File: src/rtl/ahbl_apb3_bridge.sv
// ahbl_apb3_bridge
//  AHB-Lite slave to APB3 master bridge. Each accepted single AHB transfer
//  becomes one APB SETUP/ACCESS sequence on the decoded slot select. AHB wait
//  states are held until the APB access completes. PSLVERR, ACCESS timeouts,
//  illegal sizes and out-of-range slots produce a two-cycle AHB ERROR response.
// Ports
//  HCLK, HRESET              clock, async active-high reset
//  HSEL..HREADY              AHB-Lite slave address/data phase inputs
//  HREADYOUT, HRDATA, HRESP  AHB-Lite slave response
//  PADDR..PWDATA             APB3 master request (PSEL one-hot, NSLOTS wide)
//  PRDATA, PREADY, PSLVERR   APB3 completer response
module ahbl_apb3_bridge #(
  parameter int SLOT_AW = 12,   // address bits per APB slot
  parameter int NSLOTS  = 16,   // PSEL width, 1..16
  parameter int TIMEOUT = 255   // max ACCESS cycles, 0 = no timeout, 1..255
) (
  input  logic              HCLK,
  input  logic              HRESET,
  input  logic              HSEL,
  input  logic [31:0]       HADDR,
  input  logic [1:0]        HTRANS,
  input  logic              HWRITE,
  input  logic [2:0]        HSIZE,
  input  logic [31:0]       HWDATA,
  input  logic              HREADY,
  output logic              HREADYOUT,
  output logic [31:0]       HRDATA,
  output logic              HRESP,
  output logic [31:0]       PADDR,
  output logic [NSLOTS-1:0] PSEL,
  output logic              PENABLE,
  output logic              PWRITE,
  output logic [31:0]       PWDATA,
  input  logic [31:0]       PRDATA,
  input  logic              PREADY,
  input  logic              PSLVERR
);

  typedef enum logic [2:0] {
    S_IDLE, S_WDATA, S_SETUP, S_ACCESS, S_ERR1, S_ERR2
  } state_t;

  localparam logic [4:0] NSLOTS_C  = 5'(NSLOTS);
  localparam logic [7:0] TIMEOUT_C = 8'(TIMEOUT);

  state_t            state, nstate;
  logic [3:0]        slot;
  logic [7:0]        tcnt;
  logic [7:0]        tcnt_inc;
  logic [NSLOTS-1:0] sel_dec;
  logic              accept, size_ok, slot_ok, legal, tmo_hit, rd_done;
  logic [3:0]        slot_in;

  // Address bits above the slot index do not take part in decoding.
  logic unused_haddr;
  assign unused_haddr = ^HADDR[31:SLOT_AW+4];

  assign slot_in = HADDR[SLOT_AW+3:SLOT_AW];
  assign accept  = HSEL & HREADY & HTRANS[1] & ((state == S_IDLE) | (state == S_ERR2));
  assign size_ok = (HSIZE[2] == 1'b0) & (HSIZE[1:0] != 2'b11);
  assign slot_ok = {1'b0, slot_in} < NSLOTS_C;
  assign legal   = size_ok & slot_ok;

  // Counter value at the end of the current ACCESS cycle, saturating at 255.
  assign tcnt_inc = (tcnt == 8'hFF) ? tcnt : tcnt + 8'd1;
  assign tmo_hit  = (TIMEOUT_C != 8'd0) & ~PREADY & (tcnt_inc >= TIMEOUT_C);
  assign rd_done  = (state == S_ACCESS) & PREADY & ~PSLVERR & ~PWRITE;

  for (genvar g = 0; g < NSLOTS; g++) begin : g_dec
    assign sel_dec[g] = (slot == 4'(g));
  end

  always_ff @(posedge HCLK or posedge HRESET) begin
    if (HRESET) begin
      state <= S_IDLE;
      tcnt  <= '0;
    end else begin
      state <= nstate;
      if (state == S_SETUP)       tcnt <= '0;
      else if (state == S_ACCESS) tcnt <= tcnt_inc;
    end
  end

  always_comb begin
    nstate    = state;
    HREADYOUT = 1'b1;
    HRESP     = 1'b0;
    PSEL      = '0;
    PENABLE   = 1'b0;
    case (state)
      S_IDLE, S_ERR2: begin
        HRESP = (state == S_ERR2);
        if (accept)              nstate = !legal ? S_ERR1 : (HWRITE ? S_WDATA : S_SETUP);
        else if (state == S_ERR2) nstate = S_IDLE;
      end
      S_WDATA: begin
        HREADYOUT = 1'b0;
        nstate    = S_SETUP;
      end
      S_SETUP: begin
        HREADYOUT = 1'b0;
        PSEL      = sel_dec;
        nstate    = S_ACCESS;
      end
      S_ACCESS: begin
        HREADYOUT = 1'b0;
        PSEL      = sel_dec;
        PENABLE   = 1'b1;
        if (PREADY)       nstate = PSLVERR ? S_ERR1 : S_IDLE;
        else if (tmo_hit) nstate = S_ERR1;
      end
      S_ERR1: begin
        HREADYOUT = 1'b0;
        HRESP     = 1'b1;
        nstate    = S_ERR2;
      end
      default: nstate = S_IDLE;
    endcase
  end

  // APB request fields only move on a legal accept, so they hold their last
  // value across error responses and idle periods.
  always_ff @(posedge HCLK or posedge HRESET) begin
    if (HRESET) begin
      slot   <= '0;
      PADDR  <= '0;
      PWRITE <= 1'b0;
      PWDATA <= '0;
      HRDATA <= '0;
    end else begin
      if (accept) slot <= slot_in;
      if (accept & legal) begin
        PADDR  <= {{(32-SLOT_AW){1'b0}}, HADDR[SLOT_AW-1:0]};
        PWRITE <= HWRITE;
      end
      if (state == S_WDATA) PWDATA <= HWDATA;
      if (rd_done)          HRDATA <= PRDATA;
    end
  end

endmodule
File: config.mk
export PLATFORM = sky130hd
export DESIGN_NAME = ahbl_apb3_bridge
export DESIGN_NICKNAME = d
export VERILOG_FILES = /design/src/rtl/ahbl_apb3_bridge.sv
export SDC_FILE = /design/constraint.sdc
export NUM_CORES = 1
export LEC_CHECK = 0
export CAP_MARGIN = 30
export CORE_UTILIZATION = 42
export CTS_CLUSTER_DIAMETER = 100
export DETAILED_ROUTE_END_ITERATION = 8
export GPL_ROUTABILITY_DRIVEN = 0
export PLACE_DENSITY = 0.87
export SLEW_MARGIN = 25
export SYNTH_ARGS = -nofsm -noshare
export SYNTH_HDL_FRONTEND = slang
export SYNTH_SLANG_ARGS = --single-unit
File: constraint.sdc
create_clock -name HCLK -period 6.8 [get_ports HCLK]
set_clock_uncertainty 0.1 [all_clocks]
set_input_delay 1.02 -clock HCLK [delete_from_list [all_inputs] [get_ports HCLK]]
set_output_delay 1.02 -clock HCLK [all_outputs]
set_load 0.005 [all_outputs]
Word-level counts from Yosys, hierarchy flattened

Cells that the tools add are included.

Input bits: 108
Register bits: 92
Output and inout port bits: 116
Logic and storage cells: 69

$lt $le $gt $ge: 1
Equality and inequality tests: 24
Bitwise gates (word level): 14
Add/subtract/negate cells: 1
Reduce and logical (&&, ||, !) cells: 7
Multiplexer cells: 15

Operators with widths:

| cell                | number |
|---|---|
| $eq 4x4->1 const B  | 8 |
| $mux 8              | 3 |
| $mux 3              | 6 |
| $eq 4x3->1 const B  | 4 |
| $mux 16             | 1 |
| $pmux 3 s5          | 1 |
| $and 1x1->1         | 9 |
| $add 8x1->8 const B | 1 |
| $eq 4x2->1 const B  | 2 |
| $eq 8x8->1 const B  | 1 |
| $ge 8x8->1 const B  | 1 |
| $eq 3x2->1 const B  | 2 |
| $eq 3x3->1 const B  | 2 |
| $ne 3x3->1 const B  | 2 |
| $eq 4x1->1 const B  | 1 |
| $logic_not 4->1     | 1 |
| $not 1->1           | 4 |
| $reduce_or 2->1     | 2 |
| $reduce_or 4->1     | 1 |
| $eq 3x1->1 const B  | 1 |
| $logic_not 3->1     | 1 |
| $mux 1              | 2 |
| $mux 2              | 1 |
| $ne 2x2->1 const B  | 1 |
| other kinds (4)     | 4 |

Depth between registers and ports, before layout

Gate-level depths: netlist of run 1.

Depth in word-level cells: 7
Depth in mapped cells: 7
Gate-level depth less buffers: 6

Worst setup path before layout of run 1

No wires, ideal clock.

Path type: input -> register
Start point: in HSIZE[0]
End point: reg PADDR[0]
Stages: 4
Slack: 4.344 ns
Buffers on the path: 1
Library setup time: 0.125 ns
Data required time: 6.575 ns
Data arrival time: 2.231 ns
Cells stage by stage: a21o_1 nor4_2 buf_2 mux2_2

Word-level cells in the longest chain between the ends: 3

RTL lines:

| item                 | line | text |
|---|---|---|
| start, declared      | 23   | `input logic [2:0] HSIZE,` |
| $ne 2x2->1           | 60   | `assign size_ok = (HSIZE[2] == 1'b0) & (HSIZE[1:0] != 2'b11);` |
| $and 1x1->1          | 60   |  |
| $and 1x1->1          | 132  | `if (accept & legal) begin` |
| end signal, assigned | 133  | `PADDR <= {{(32-SLOT_AW){1'b0}}, HADDR[SLOT_AW-1:0]};` |
| end, declared        | 29   | `output logic [31:0] PADDR,` |

No other way between the ends.
A chain may end at the register's enable or synchronous reset.

Worst setup path in the final report of run 1

Start point: reg state[1]
End point: out PSEL[3]

Word-level cells in the longest chain between the ends: 3
Elaborated cells on any way between the ends: 4
Classes of those cells: 2 x eq/ne; 1 x mux; 1 x reduce/logical

RTL lines:

| item                                 | line | text |
|---|---|---|
| start, declared                      | 46   | `state_t state, nstate;` |
| start signal, assigned               | 78   | `state <= nstate;` |
| $eq 3x2->1                           | 90   | `case (state)` |
| $reduce_or 2->1 (no source line) (*) | n/a  |  |
| $mux 16 (*)                          | 90   |  |
| end, declared                        | 30   | `output logic [NSLOTS-1:0] PSEL,` |

Every way passes the cells marked *; elsewhere a longest branch is shown, timed or not.

==> impl_metrics.yaml, run 1 <==
routing:
  via_count: 3186
  via_per_inst: 4.96
  initialDrtViolationCount: 101
  post-route-drc-count: 0
  detail_route.first_pass.iterations: 4
  wl_um: 9700
  detail-route-antenna-nets: 0
  detail_route.wl_per_cell_um: 15.1
clock_network:
  cts.sinks: 92
  numCtsBuffers: 9
  postCtsResizedCells: 0
  clkLatencyLatePin_ns: 0.34
  cts_root_buffer: "clkbuf_8"
  cts_max_path_buffers: 2
  clk_pin_slew_ns: 0.09
  holdBufCountCts: 0
  postCtsSetupRepairBufs: 0
  tritoncts_clock_tree: "built"
  maximum_level_of_the_cts_h_tree: 3
timing:
  timing.final.setup_violations: 0
  grt_setup_unrepaired: "no"
  fmaxAchievable_mhz: 281
  timing.max_slew.rel_slack_pct: 52.0
  final.period_utilization_pct: 52.4
  slew_violations: 0
  fin_tns_setup_ns: 0
  timing.final.crit_period_ns: 3.56
  finalHoldViolCount: 0
  slew_worst_pin_ns: 0.719
critical_path:
  cp_data_required_time_ns: 5.68
  worstSetupPathType: "flip-flop to output pin"
  worstPathBufferInverterCount: 1
  cp_cell_sequence: "nor2b_2 -> nand3_1 -> nor3_1 -> clkdlybuf4s50_1"
  setup.worst_path.end_class: "output pin"
  critical_path.max_stage_delay_ns: 0.59
  critical_path_arrival_ns: 2.44
  critical_path_startpoint_category: "flip-flop"
  timing.critical_path.max_delay_family: "simple AND/OR/NAND/NOR gates"
  crit_slowest_cell: "dfrtp_1"
  timing.critical_path.fanout_max: 12
grt:
  antenna_found_initial: 0
  global_route_wire_length_before_repair_um: 15300
  number_of_global_route_vias_before_repair: 3163
  grt_max_degree: 52
  grt_overflow: 0
  grt_use_total_pct: 19.2
floorplan:
  die-height_um: 101
  std_cell_rows: 35
  chipWidth_um: 101
  ioPinCount: 224
  die_area_sq_um: 10200
  floorplan.initialDensity_pct: 43.8
  area_of_the_core_sq_um: 9370
power_and_ir_drop:
  leakagePower_nw: 2.60
  irDropWorstVdd_uv: 217
  power_density_nw_per_um2: 393
  totalPowerFinal_mw: 2.44
yosys:
  post_synth_num_cell_types: 40
  synth-async-reset-ratio_pct: 100
  netlist_instances: 326
  synth-main-ff-cell: "dfrtp_1"
  yosys_warnings: 0
  ys_seq_elements: 92
  number_of_synthesized_flops_with_an_enable_pin: 0
  per_instance_average_area_after_synthesis_sq_um: 12.6
  synth_area_sq_um: 4110
  synth-seq-area-share_pct: 56.0
run_status:
  result_of_the_run: "completed"
final_layout:
  final-instance-count-excl-fill: 642
  layout-drive-gt1-share_pct: 15.2
  final_area_sq_um: 6200
  utilization_pct: 66.2
  final_nets: 618
  area_growth_pct: 51.0
  number_of_diodes_added_for_antenna_fixing: 0
placed_design:
  dp_cells: 626
  place_area_sq_um: 5990
  port-buffer-count: 186
  dp_hpwl_um: 7460
min_path:
  hold_path_class: "flip-flop to flip-flop"
run:
  number_of_max_capacitance_violations_reported: 0
-- layout make-up --
class                   count  area, sq um
inverters                   4         16.3
clock inverters             6         76.3
well taps                 129          161
multi-input cells         212         1630
clock buffers               9          124
flip-flops and latches     92         2300
repair buffers            190         1890
fillers                   721         3170
-- flip-flops by register name (all words and copies together), names as in the netlist --
register	flops
HRDATA	32
PWDATA	32
slot	4
tcnt	8
PADDR	12
state	3
PWRITE	1
-- Yosys cell counts (2+ instances only) --
cell type	instances	area share, %
a221oi_1	2	0.43
and2_1	3	0.46
and3_1	3	0.46
nand3_1	5	0.61
o21ai_0	10	1.2
dfrtp_1	92	56
nand4_1	2	0.30
or3_1	3	0.46
nand2b_1	6	0.91
clkbuf_1	7	0.64
buf_6	3	0.82
mux2_2	53	15
nand4b_1	2	0.43
xor2_1	2	0.43
mux2_1	30	8.2
nor3_1	8	0.97
a31oi_1	4	0.61
nor2_1	21	1.9
inv_1	4	0.37
a21oi_1	9	1.1
buf_2	7	0.85
nand2_1	13	1.2
buf_4	20	3.7
-- layer usage --
| metal | share of wire, % | wire length (um) | track usage, % | up-vias |
|---|---|---|---|---|
| met5 | 0 | 0 | 0 | - |
| met4 | 1.2 | 116 | 5.24 | 0 |
| met3 | 8.5 | 827 | 5.48 | 12 |
| met2 | 52 | 5020 | 35.3 | 162 |
| met1 | 39 | 3740 | 21.7 | 1540 |
| li1 | - | - | - | 1472 |
-- path summary, 6_finish.rpt --
path / start / to / slack [ns] / depth (start not counted)
max: state[1] / PSEL[3] / 3.24 / 4
min: HRDATA[29] / HRDATA[29] / 0.40 / 1
max reg2reg: state[1] / HRDATA[0] / 4.23 / 5
min reg2reg: HRDATA[29] / HRDATA[29] / 0.40 / 1
max in group asynchronous: HRESET / PWDATA[11] / 4.49 / 3
min in group asynchronous: HRESET / PWDATA[2] / 0.99 / 2
-- kinds of logic (layout without fill, tap and decap cells) --
logic type      after synthesis  count (layout)  share of synthesized area (%)
buf+inv                      41             209                           6.34
mux                          83              83                           22.8
simple gates                 73              73                           9.11
compound gates               33              33                           4.93
flops                        92              92                           56.0
fa+ha+maj                     1               1                          0.305
xor+xnor                      2               2                          0.427
other cells                   1              20                         0.0913
-- cell usage in the layout (no fill, tap or decap), types with 2 or more instances in the layout --
cell type / count
clkinv_2: 2
mux2_1: 30
clkdlybuf4s50_1: 186
clkbuf_8: 9
o21ai_0: 10
conb_1: 20
nand4b_1: 2
buf_4: 4
dfrtp_1: 92
inv_1: 3
nand3_1: 5
nor3_1: 8
a21oi_1: 9
xor2_1: 2
nand4_1: 2
and3_1: 3
nand2_1: 13
nand2b_1: 6
mux2_2: 53
a31oi_1: 4
a221oi_1: 2
or3_1: 3
and2_1: 3
nor2_1: 21
-- through the flow --
step | hold slack (ns) | worst slack (ns)
2_1_floorplan | 0.389 | 3.29
3_3_place_gp | 0.373 | 3.63
3_5_place_dp | 0.381 | 3.59
4_1_cts | 0.403 | 3.23
5_1_grt | 0.410 | 3.06
6_report | 0.396 | 3.24
-- report_power, final --
group / switching (mW) / leakage [nW] / internal (mW)
Sequential: 0.181 / 1.13 / 0.802
Combinational: 0.361 / 1.37 / 0.729
Clock: 0.193 / 0.0984 / 0.172
No activity file was read; power rests on OpenSTA's default activity.
==> run 2, diff against run 1 <==
--- a/config.mk
+++ b/config.mk
@@ -6,11 +6,11 @@
 export NUM_CORES = 1
 export LEC_CHECK = 0
 export CAP_MARGIN = 30
-export CORE_UTILIZATION = 42
+export CORE_UTILIZATION = 39
 export CTS_CLUSTER_DIAMETER = 100
 export DETAILED_ROUTE_END_ITERATION = 8
 export GPL_ROUTABILITY_DRIVEN = 0
-export PLACE_DENSITY = 0.87
+export PLACE_DENSITY = 0.82
 export SLEW_MARGIN = 25
 export SYNTH_ARGS = -nofsm -noshare
 export SYNTH_HDL_FRONTEND = slang
==> constraint.sdc (replaced) <==
create_clock -name HCLK -period 3.39 [get_ports HCLK]
set_clock_uncertainty 0.1 [all_clocks]
set_input_delay 0.5085 -clock HCLK [delete_from_list [all_inputs] [get_ports HCLK]]
set_output_delay 0.5085 -clock HCLK [all_outputs]
set_load 0.005 [all_outputs]
==> impl_metrics.yaml, run 2 (same netlist as run 1, synthesis figures left out) <==
final_layout:
  filler_cell_count: 823
  ff_latch_area_sq_um: 2300
  final_area_sq_um: 6230
  final_nets: 618
  multi_input_gate_area_sq_um: 1620
  layout-drive-gt1-share_pct: 15.4
  reg.largest.list: "HRDATA (32), PWDATA (32), PADDR (12)"
  most_frequent_cells_in_the_layout: "186 x clkdlybuf4s50_1, 92 x dfrtp_1, 53 x mux2_2, 30 x mux2_1, 21 x nor2_1"
  layout_commonest_cell: "clkdlybuf4s50_1"
  utilization_pct: 60.6
  number_of_diodes_added_for_antenna_fixing: 0
  area_growth_pct: 51.7
  final-instance-count-excl-fill: 650
timing:
  slew_worst_pin_ns: 0.674
  slew_violations: 0
  grt_setup_unrepaired: "no"
  timing.max_slew.rel_slack_pct: 55.0
  finalHoldViolCount: 0
  post-route-worst-setup-slack_ns: 0.353
  fmaxAchievable_mhz: 329
  final.period_utilization_pct: 89.6
  hold_ws_ns: 0.396
  timing.final.crit_period_ns: 3.04
  timing.final.setup_violations: 0
  fin_tns_setup_ns: 0
grt:
  grt_overflow: 0
  antenna_found_initial: 0
  grt_use_total_pct: 17.7
  global_route_wire_length_before_repair_um: 15400
  number_of_global_route_vias_before_repair: 3186
  grt_max_degree: 55
routing:
  initialDrtViolationCount: 142
  via_per_inst: 4.81
  detail-route-antenna-nets: 0
  post-route-drc-count: 0
  detail_route.first_pass.iterations: 4
  wl_um: 9550
  via_count: 3125
  detail_route.wl_per_cell_um: 14.7
critical_path:
  critical_path_arrival_ns: 2.43
  critical_path.startpoint: "state[1]"
  cp_cell_sequence: "nor2b_2 -> nand3_1 -> nor3_1 -> clkdlybuf4s50_1"
  worstPathBufferInverterCount: 1
  timing.critical_path.max_delay_family: "simple AND/OR/NAND/NOR gates"
  worstSetupPathType: "flip-flop to output pin"
  critical_path.max_stage_delay_ns: 0.57
  critical_path_startpoint_category: "flip-flop"
  timing.critical_path.fanout_max: 12
  setup.worst_path.end_class: "output pin"
  regToRegStartpoint: "state[1]"
  crit_slowest_cell: "dfrtp_1"
  cp_data_required_time_ns: 2.78
run:
  number_of_max_capacitance_violations_reported: 0
power_and_ir_drop:
  netSwitchingPower_mw: 1.46
  part_of_the_total_power_dissipated_in_combinational_logic_pct: 44.2
  share_seq_of_total_power_pct: 39.9
  power_density_nw_per_um2: 788
  irDropWorstVdd_uv: 394
  p_sw_share_pct: 29.8
  total_internal_power_mw: 3.45
  totalPowerFinal_mw: 4.91
  leakagePower_nw: 2.61
  power.clock.fraction_pct: 15.9
floorplan:
  die_area_sq_um: 10900
  ioPinCount: 224
  die-height_um: 105
  chipWidth_um: 105
  area_of_the_core_sq_um: 10300
  floorplan.initialDensity_pct: 40.0
  std_cell_rows: 37
placed_design:
  dp_worst_setup_slack_ns: 0.750
  port-buffer-count: 186
  dp_cells: 634
  place_area_sq_um: 6010
  dp_hpwl_um: 7190
min_path:
  hold_path_startpoint: "HRDATA[23]"
  hold_path_class: "flip-flop to flip-flop"
clock_network:
  numCtsBuffers: 9
  postCtsResizedCells: 0
  postCtsSetupRepairBufs: 0
  clkLatencyLatePin_ns: 0.34
  maximum_level_of_the_cts_h_tree: 3
  tritoncts_clock_tree: "built"
  cts_root_buffer: "clkbuf_8"
  clk_pin_slew_ns: 0.09
  holdBufCountCts: 0
  cts_max_path_buffers: 2
  cts.sinks: 92
run_status:
  result_of_the_run: "completed"
## run 2: final timing paths
check	cells after the start	slack (ns)	to
setup / recovery	4	0.35	PSEL[3]
hold / removal	1	0.40	HRDATA[23]
setup reg to reg	5	0.85	HRDATA[21]
hold reg to reg	1	0.40	HRDATA[23]
max in group asynchronous	3	2.01	HRDATA[10]
min in group asynchronous	2	0.45	PADDR[5]
## run 2: metal layers
layer | GRT usage, % | part of all wire (%) | vias up
li1 | - | - | 1470
met1 | 22.0 | 42 | 1507
met2 | 30.2 | 49 | 138
met3 | 4.24 | 7.4 | 10
met4 | 5.84 | 1.3 | 0
met5 | 0 | 0 | -
## run 2: worst register-to-register path: stages, from the launching register on
cell     delay, ns
dfrtp_1       0.57
nor2b_2       0.53
nand2_1       0.18
or3_1         0.38
buf_4         0.27
mux2_1        0.38
## run 2: power groups by stage
stage | combinational (mW) | clock (mW) | sequential (mW)
after global routing | 2.33 | 0.848 | 2.04
after detailed placement | 2.19 | 0 | 1.99
after CTS | 2.20 | 0.815 | 1.96
after global placement | 2.14 | 0 | 1.95
after floorplan | 0.933 | 0 | 1.94
final | 2.17 | 0.782 | 1.96
## run 2: area by class of cell
| cell class | instances | area share [%] |
|---|---|---|
| Clock buffer | 10 | 2.21 |
| Clock inverter | 6 | 1.25 |
| Inverter | 4 | 0.261 |
| Multi-Input combinational cell | 212 | 26.0 |
| Sequential cell | 92 | 37.0 |
| Tap cell | 136 | 2.73 |
| Timing Repair Buffer | 190 | 30.6 |
